File: config.mk
export PLATFORM = sky130hd
export DESIGN_NAME = wb_arbiter_flat
export DESIGN_NICKNAME = d
export VERILOG_FILES = /design/src/rtl/wb_arbiter_if.sv /design/src/rtl/wb_arbiter.sv /design/src/flat_wrapper.sv
export SDC_FILE = /design/constraint.sdc
export NUM_CORES = 1
export LEC_CHECK = 0
export CAP_MARGIN = 20
export CELL_PAD_IN_SITES_DETAIL_PLACEMENT = 0
export CELL_PAD_IN_SITES_GLOBAL_PLACEMENT = 2
export CORE_MARGIN = 4
export CORE_UTILIZATION = 35
export DETAILED_ROUTE_END_ITERATION = 10
export PLACE_DENSITY_LB_ADDON = 0.1
export SLEW_MARGIN = 30
export SYNTH_ARGS = -nofsm -noshare
export SYNTH_HDL_FRONTEND = slang
export SYNTH_SLANG_ARGS = --single-unit
File: constraint.sdc
create_clock -name clk -period 9.9 [get_ports clk]
set_clock_uncertainty 0.2 [all_clocks]
set_input_delay 1.98 -clock clk [delete_from_list [all_inputs] [get_ports clk]]
set_output_delay 1.98 -clock clk [all_outputs]
set_load 0.005 [all_outputs]
File: src/rtl/wb_arbiter_if.sv
// rtl/wb_arbiter_if.sv - writeback arbiter producer/regfile bus bundle
`timescale 1ns/1ps

interface wb_arbiter_if #(
  parameter int DATA_W = 64
);
  // ALU producer (no ready, stall back-pressure only)
  logic              alu_valid_i;
  logic [4:0]        alu_rd_idx_i;
  logic [DATA_W-1:0] alu_data_i;
  logic              alu_stall_o;

  // long-latency producer (valid/ready into the result FIFO)
  logic              lsu_valid_i;
  logic              lsu_ready_o;
  logic [4:0]        lsu_rd_idx_i;
  logic [DATA_W-1:0] lsu_data_i;

  // register-file write port and hazard bitmap
  logic              wen_o;
  logic [4:0]        rd_idx_o;
  logic [DATA_W-1:0] rd_wdata_o;
  logic [31:0]       rd_pending_o;

  // arbiter side
  modport slave (
    input  alu_valid_i, alu_rd_idx_i, alu_data_i,
    output alu_stall_o,
    input  lsu_valid_i, lsu_rd_idx_i, lsu_data_i,
    output lsu_ready_o,
    output wen_o, rd_idx_o, rd_wdata_o, rd_pending_o
  );

  // producer / register-file side
  modport master (
    output alu_valid_i, alu_rd_idx_i, alu_data_i,
    input  alu_stall_o,
    output lsu_valid_i, lsu_rd_idx_i, lsu_data_i,
    input  lsu_ready_o,
    input  wen_o, rd_idx_o, rd_wdata_o, rd_pending_o
  );
endinterface

File: src/rtl/wb_arbiter.sv
// rtl/wb_arbiter.sv - writeback arbiter owning the integer register-file write port
`timescale 1ns/1ps

module wb_arbiter #(
  parameter int DATA_W     = 64,
  parameter int DEPTH      = 2,
  parameter int STARVE_MAX = 4
) (
  input  logic         clk,
  input  logic         rst_n,
  wb_arbiter_if.slave  bus
);

  localparam int PW = (DEPTH > 1) ? $clog2(DEPTH) : 1;
  localparam int CW = PW + 1;
  localparam int SW = $clog2(STARVE_MAX + 1);

  localparam logic [CW-1:0] DEPTH_C  = CW'(DEPTH);
  localparam logic [SW-1:0] STARVE_C = SW'(STARVE_MAX);

  // result FIFO storage and bookkeeping
  logic [4:0]        r_fifo_rd   [DEPTH];
  logic [DATA_W-1:0] r_fifo_data [DEPTH];
  logic [PW-1:0]     r_wr_ptr;
  logic [PW-1:0]     r_rd_ptr;
  logic [CW-1:0]     r_count;
  logic [SW-1:0]     r_starve;

  // registered write port
  logic              r_wen;
  logic [4:0]        r_rd_idx;
  logic [DATA_W-1:0] r_wdata;

  logic              w_nonempty;
  logic              w_ready;
  logic              w_stall;
  logic              w_push;
  logic              w_pop;
  logic              w_sel_alu;
  logic              w_sel_valid;
  logic [4:0]        w_sel_rd;
  logic [DATA_W-1:0] w_sel_data;
  logic [31:0]       w_pending;

  // Ready and stall come only from registered state so neither producer
  // sees a combinational path through the other.
  assign w_nonempty = (r_count != '0);
  assign w_ready    = (r_count < DEPTH_C);
  assign w_stall    = w_nonempty && (r_starve == STARVE_C);
  assign w_push     = bus.lsu_valid_i && w_ready;
  assign w_sel_alu  = bus.alu_valid_i && !w_stall;
  assign w_pop      = !w_sel_alu && w_nonempty;

  // pick the source for this cycle's write
  always_comb begin
    w_sel_valid = 1'b0;
    w_sel_rd    = '0;
    w_sel_data  = '0;
    if (w_sel_alu) begin
      w_sel_valid = 1'b1;
      w_sel_rd    = bus.alu_rd_idx_i;
      w_sel_data  = bus.alu_data_i;
    end else if (w_pop) begin
      w_sel_valid = 1'b1;
      w_sel_rd    = r_fifo_rd[r_rd_ptr];
      w_sel_data  = r_fifo_data[r_rd_ptr];
    end
  end

  // FIFO payload: no reset needed, validity is tracked by the pointers
  always_ff @(posedge clk) begin
    if (w_push) begin
      r_fifo_rd[r_wr_ptr]   <= bus.lsu_rd_idx_i;
      r_fifo_data[r_wr_ptr] <= bus.lsu_data_i;
    end
  end

  // FIFO pointers and occupancy; reset drops every buffered entry
  always_ff @(posedge clk or negedge rst_n) begin
    if (!rst_n) begin
      r_wr_ptr <= '0;
      r_rd_ptr <= '0;
      r_count  <= '0;
    end else begin
      if (w_push) r_wr_ptr <= r_wr_ptr + PW'(1);
      if (w_pop)  r_rd_ptr <= r_rd_ptr + PW'(1);
      case ({w_push, w_pop})
        2'b10:   r_count <= r_count + CW'(1);
        2'b01:   r_count <= r_count - CW'(1);
        default: r_count <= r_count;
      endcase
    end
  end

  // Count consecutive ALU wins over a waiting FIFO head; any drain, or an
  // empty FIFO, restarts the window.
  always_ff @(posedge clk or negedge rst_n) begin
    if (!rst_n) begin
      r_starve <= '0;
    end else if (!w_nonempty || w_pop) begin
      r_starve <= '0;
    end else if (w_sel_alu && (r_starve != STARVE_C)) begin
      r_starve <= r_starve + SW'(1);
    end
  end

  // Write port register: x0 targets are consumed but never written, and an
  // idle cycle leaves index/data untouched to avoid needless toggling.
  always_ff @(posedge clk or negedge rst_n) begin
    if (!rst_n) begin
      r_wen    <= 1'b1;
      r_rd_idx <= '0;
      r_wdata  <= '0;
    end else if (w_sel_valid && (w_sel_rd != 5'd0)) begin
      r_wen    <= 1'b0;
      r_rd_idx <= w_sel_rd;
      r_wdata  <= w_sel_data;
    end else begin
      r_wen    <= 1'b1;
    end
  end

  // Pending bitmap over live FIFO entries only; the entry already in the
  // write register is forwarded by the register file, so it is excluded.
  always_comb begin
    logic [PW-1:0] off;
    off       = '0;
    w_pending = '0;
    for (int i = 0; i < DEPTH; i++) begin
      off = PW'(i) - r_rd_ptr;
      if ({1'b0, off} < r_count) begin
        w_pending[r_fifo_rd[i]] = 1'b1;
      end
    end
    w_pending[0] = 1'b0;
  end

  assign bus.alu_stall_o  = w_stall;
  assign bus.lsu_ready_o  = w_ready;
  assign bus.wen_o        = r_wen;
  assign bus.rd_idx_o     = r_rd_idx;
  assign bus.rd_wdata_o   = r_wdata;
  assign bus.rd_pending_o = w_pending;

endmodule

File: src/flat_wrapper.sv
// flat-port wrapper written by rule: the top's interface ports become plain ports
module wb_arbiter_flat 
#(
  parameter int DATA_W     = 64,
  parameter int DEPTH      = 2,
  parameter int STARVE_MAX = 4
)
  (clk, rst_n, bus_alu_valid_i, bus_alu_rd_idx_i, bus_alu_data_i, bus_alu_stall_o, bus_lsu_valid_i, bus_lsu_rd_idx_i, bus_lsu_data_i, bus_lsu_ready_o, bus_wen_o, bus_rd_idx_o, bus_rd_wdata_o, bus_rd_pending_o);
  wb_arbiter_if #(.DATA_W(DATA_W)) bus_i ();
  input  logic clk;
  input  logic rst_n;
  input wire logic [$bits(bus_i.alu_valid_i)-1:0] bus_alu_valid_i;
  input wire logic [$bits(bus_i.alu_rd_idx_i)-1:0] bus_alu_rd_idx_i;
  input wire logic [$bits(bus_i.alu_data_i)-1:0] bus_alu_data_i;
  output wire logic [$bits(bus_i.alu_stall_o)-1:0] bus_alu_stall_o;
  input wire logic [$bits(bus_i.lsu_valid_i)-1:0] bus_lsu_valid_i;
  input wire logic [$bits(bus_i.lsu_rd_idx_i)-1:0] bus_lsu_rd_idx_i;
  input wire logic [$bits(bus_i.lsu_data_i)-1:0] bus_lsu_data_i;
  output wire logic [$bits(bus_i.lsu_ready_o)-1:0] bus_lsu_ready_o;
  output wire logic [$bits(bus_i.wen_o)-1:0] bus_wen_o;
  output wire logic [$bits(bus_i.rd_idx_o)-1:0] bus_rd_idx_o;
  output wire logic [$bits(bus_i.rd_wdata_o)-1:0] bus_rd_wdata_o;
  output wire logic [$bits(bus_i.rd_pending_o)-1:0] bus_rd_pending_o;
  assign bus_i.alu_valid_i = bus_alu_valid_i;
  assign bus_i.alu_rd_idx_i = bus_alu_rd_idx_i;
  assign bus_i.alu_data_i = bus_alu_data_i;
  assign bus_alu_stall_o = bus_i.alu_stall_o;
  assign bus_i.lsu_valid_i = bus_lsu_valid_i;
  assign bus_i.lsu_rd_idx_i = bus_lsu_rd_idx_i;
  assign bus_i.lsu_data_i = bus_lsu_data_i;
  assign bus_lsu_ready_o = bus_i.lsu_ready_o;
  assign bus_wen_o = bus_i.wen_o;
  assign bus_rd_idx_o = bus_i.rd_idx_o;
  assign bus_rd_wdata_o = bus_i.rd_wdata_o;
  assign bus_rd_pending_o = bus_i.rd_pending_o;
  wb_arbiter #(.DATA_W(DATA_W), .DEPTH(DEPTH), .STARVE_MAX(STARVE_MAX)) u_core (.clk(clk), .rst_n(rst_n), .bus(bus_i));
endmodule
==> summary.md <==
| Metric | Value |
|---|---|
| Total setup buffers inserted after CTS | `0` |
| Most frequent cells in the layout | `clkdlybuf4s50_1, edfxtp_1, dfrtp_1, mux2i_1, nand3_1` |
| WP data arrival | `approximately 2800 ps` |
| Mapped Cells | `roughly 650` |
| Synthesized area | `slightly above 9000 sq um` |
| Initial Util | `between 30% and 40%` |
| Seq/Total Area, Yosys | `65.4%` |
| Root buf cell | `clkbuf_16` |
| # hold bufs at CTS | `0` |
| Number of enable flip-flop cells after synthesis | `about 140` |
| Post-route ant nets | `0` |
| Fin nets | `around 1000` |
| Cell accounting for the most synthesized area | `edfxtp_1` |
| Final min period | `slightly below 5000 ps` |
| HPWL Detailed | `16.7 mm` |
| I/O pin count | `between 200 and 250` |
| Syn Area/Cell | `about 14 sq um` |
| Worst skew pair latency | `about 510 ps` |
| Max Fclk | `between 200 and 250 MHz` |
| CTS Buf Count | `25` |
| Crit-path cells | `nor2b_1 > nor2_1 > or3b_2 > o22ai_1 > clkdlybuf4s50_1` |
| First-pass GRT wire length | `~39 mm` |
| Via count | `6390` |
| Avg WL per Cell | `21.0 microns` |
| Max Cap Viol | `0` |
| Pwr/cell area | `about 260 nW/um^2` |
| RSZ-0062 raised after global routing | `false` |
| # fillers | `2315` |
| Status | `finished, final reports clean` |
| Layout cells sized above 1 | `around 14%` |
| Syn. warnings | `0` |
| H-tree depth | `1` |
| Area delta synth->final | `38.3%` |
| Worst setup EP type | `primary output` |
| WS Path Type | `reg2out` |
| Synth top area share | `around 45%` |
| Slew Limit Headroom | `between 40% and 50%` |
| Setup TNS | `0 ps` |
| CTS tree | `yes` |
| Die Area | `a little under 30000 sq um` |
| Top_reg_cell synth | `edfxtp_1` |
| Slowest CP cell | `dfrtp_4` |
| Post_cts resized | `0` |
| Net Count, Synth | `791` |
| Hold Violations, Final | `0` |
| Synth cell types | `42` |
| Worst-path clk slew | `~60 ps` |
| Drt total wl | `approximately 26 mm` |
| Final period util | `between 50 and 60%` |
| Initial DRT Pass Iterations | `7` |
| Initial antenna violation count | `2` |
| Post-synth ARST share | `~36%` |
| FF+latch count, synth | `between 200 and 250` |
| Vias in the first global route | `6816` |
| Critical path required time | `about 7700 ps` |
| Leakage power total | `between 4 and 5 nW` |
| Max Slew Vio Count | `0` |
| Worst min-delay path class | `reg2reg` |
| Worst-Margin Slew | `between 800 and 900 ps` |
| Die Span X | `between 150 and 200 microns` |
| Core area | `~26000 sq um` |
| Worst-path fanout max | `19` |
| Startpoint types | `flip-flop` |
| Final setup fails | `0` |
| Clock Path Buffers | `3` |
| First DRT Iteration DRCs | `320` |
| Vert. Die Dim | `171 microns` |
| Clock sink total | `215` |
| Commonest non-fill, non-tap cell in the layout | `clkdlybuf4s50_1` |
| Total GRT Usage | `roughly 17%` |
| Row cnt | `a little under 60` |
| GP Congestion | `~0.74` |
| R2R setup slack | `around 6300 ps` |
| Ranking of synthesized cells by area | `edfxtp_1, dfrtp_1, mux2i_1` |
| Largest net degree at the start of global routing | `78` |
| Peak supply drop | `0.000127 V` |
| Drt drc | `0` |
| Total Power | `0.00339 W` |
| I/O Buffers | `roughly 240` |
| Grt ovf | `0` |
| Delay of the slowest cell on the worst path | `around 620 ps` |
| Routed vias/inst | `5.22` |
-- critical path, delay by kind of cell, from the launching register on --
family	cells	cell delay, ps
compound gates	1	250
flops	1	620
simple gates	3	850
buf+inv	1	550
-- sequential cells by signal (all words and copies together) (netlist names) --
register / flops
u_core.r_fifo_data: 128
u_core.bus.rd_wdata_o: 64
u_core.r_fifo_rd: 10
u_core.bus.rd_idx_o: 5
u_core.r_starve: 3
u_core.r_count: 2
u_core.bus.wen_o: 1
u_core.r_rd_ptr: 1
u_core.r_wr_ptr: 1
-- logic make-up after synthesis --
kind of cell,count (synthesis),share of synthesized area [%]
compound gates,109,8.46
xor+xnor,6,0.566
fa+ha+maj,3,0.404
buf+inv,67,3.22
flops,215,65.4
mux,133,15.4
other cells,1,0.0404
simple gates,112,6.52
-- synth_stat cells, drive strengths merged, types with 2 or more instances --
| cell | instances |
|---|---|
| nand2 | 11 |
| clkbuf | 38 |
| or3b | 7 |
| o31ai | 64 |
| nand3b | 7 |
| inv | 10 |
| edfxtp | 138 |
| xnor2 | 6 |
| buf | 19 |
| nor2 | 7 |
| o22ai | 31 |
| o211ai | 2 |
| ha | 3 |
| a21oi | 2 |
| nor3 | 2 |
| or3 | 4 |
| dfrtp | 76 |
| o221ai | 4 |
| mux2i | 69 |
| mux2 | 64 |
| nand3 | 66 |
-- worst paths after layout --
check / cells past startpoint / end / startpoint
setup / recovery: 5 / bus_rd_pending_o[21] / u_core.r_rd_ptr
setup reg to reg: 8 / u_core.bus.rd_wdata_o[57] / u_core.r_starve[0]
hold / removal: 1 / u_core.r_starve[0] / u_core.r_starve[0]
hold reg to reg: 1 / u_core.r_starve[0] / u_core.r_starve[0]
max in group asynchronous: 1 / u_core.r_rd_ptr / rst_n
min in group asynchronous: 1 / u_core.bus.rd_idx_o[3] / rst_n
-- final cells by class --
cell class,instances,area [sq um],share of cell area (%)
clock inverter,14,126,0.984
multi-input combinational,364,2950,22.9
inverter,10,37.5,0.292
tap,335,419,3.26
sequential,215,6080,47.3
antenna,2,5.00,0.0390
clock buffer,32,672,5.23
timing repair buffer,253,2560,19.9
-- metal layers --
metal  wire length, microns  up-vias  global-route usage, %
li1                       -     2945                      -
met2                  12800      210                   29.8
met5                      0        -                      0
met3                   1490       41                   3.26
met1                  10900     3194                   21.9
met4                    600        0                   4.93
-- where the power goes --
part           internal [W]  total (W)  switching, W
logic              0.000621    0.00113      0.000506
registers           0.00123    0.00138      0.000147
clock network      0.000531   0.000887      0.000356
-- stage by stage --
| stage | instance area (sq um) | setup WS [ps] | hold slack, ps | cells | util, % |
|---|---|---|---|---|---|
| floorplan | 9290 | 4240 | 242 | 646 | - |
| global placement | 12000 | 5080 | 252 | 1174 | 45.9 |
| detailed placement | 12000 | 5020 | 267 | 1177 | 46.2 |
| CTS | 12800 | 4940 | 275 | 1223 | 49.3 |
| global route | 12800 | 4810 | 287 | 1225 | 49.3 |
| finish | 12800 | 4950 | 276 | 1225 | 49.3 |
No activity file was read; power rests on OpenSTA's default activity.
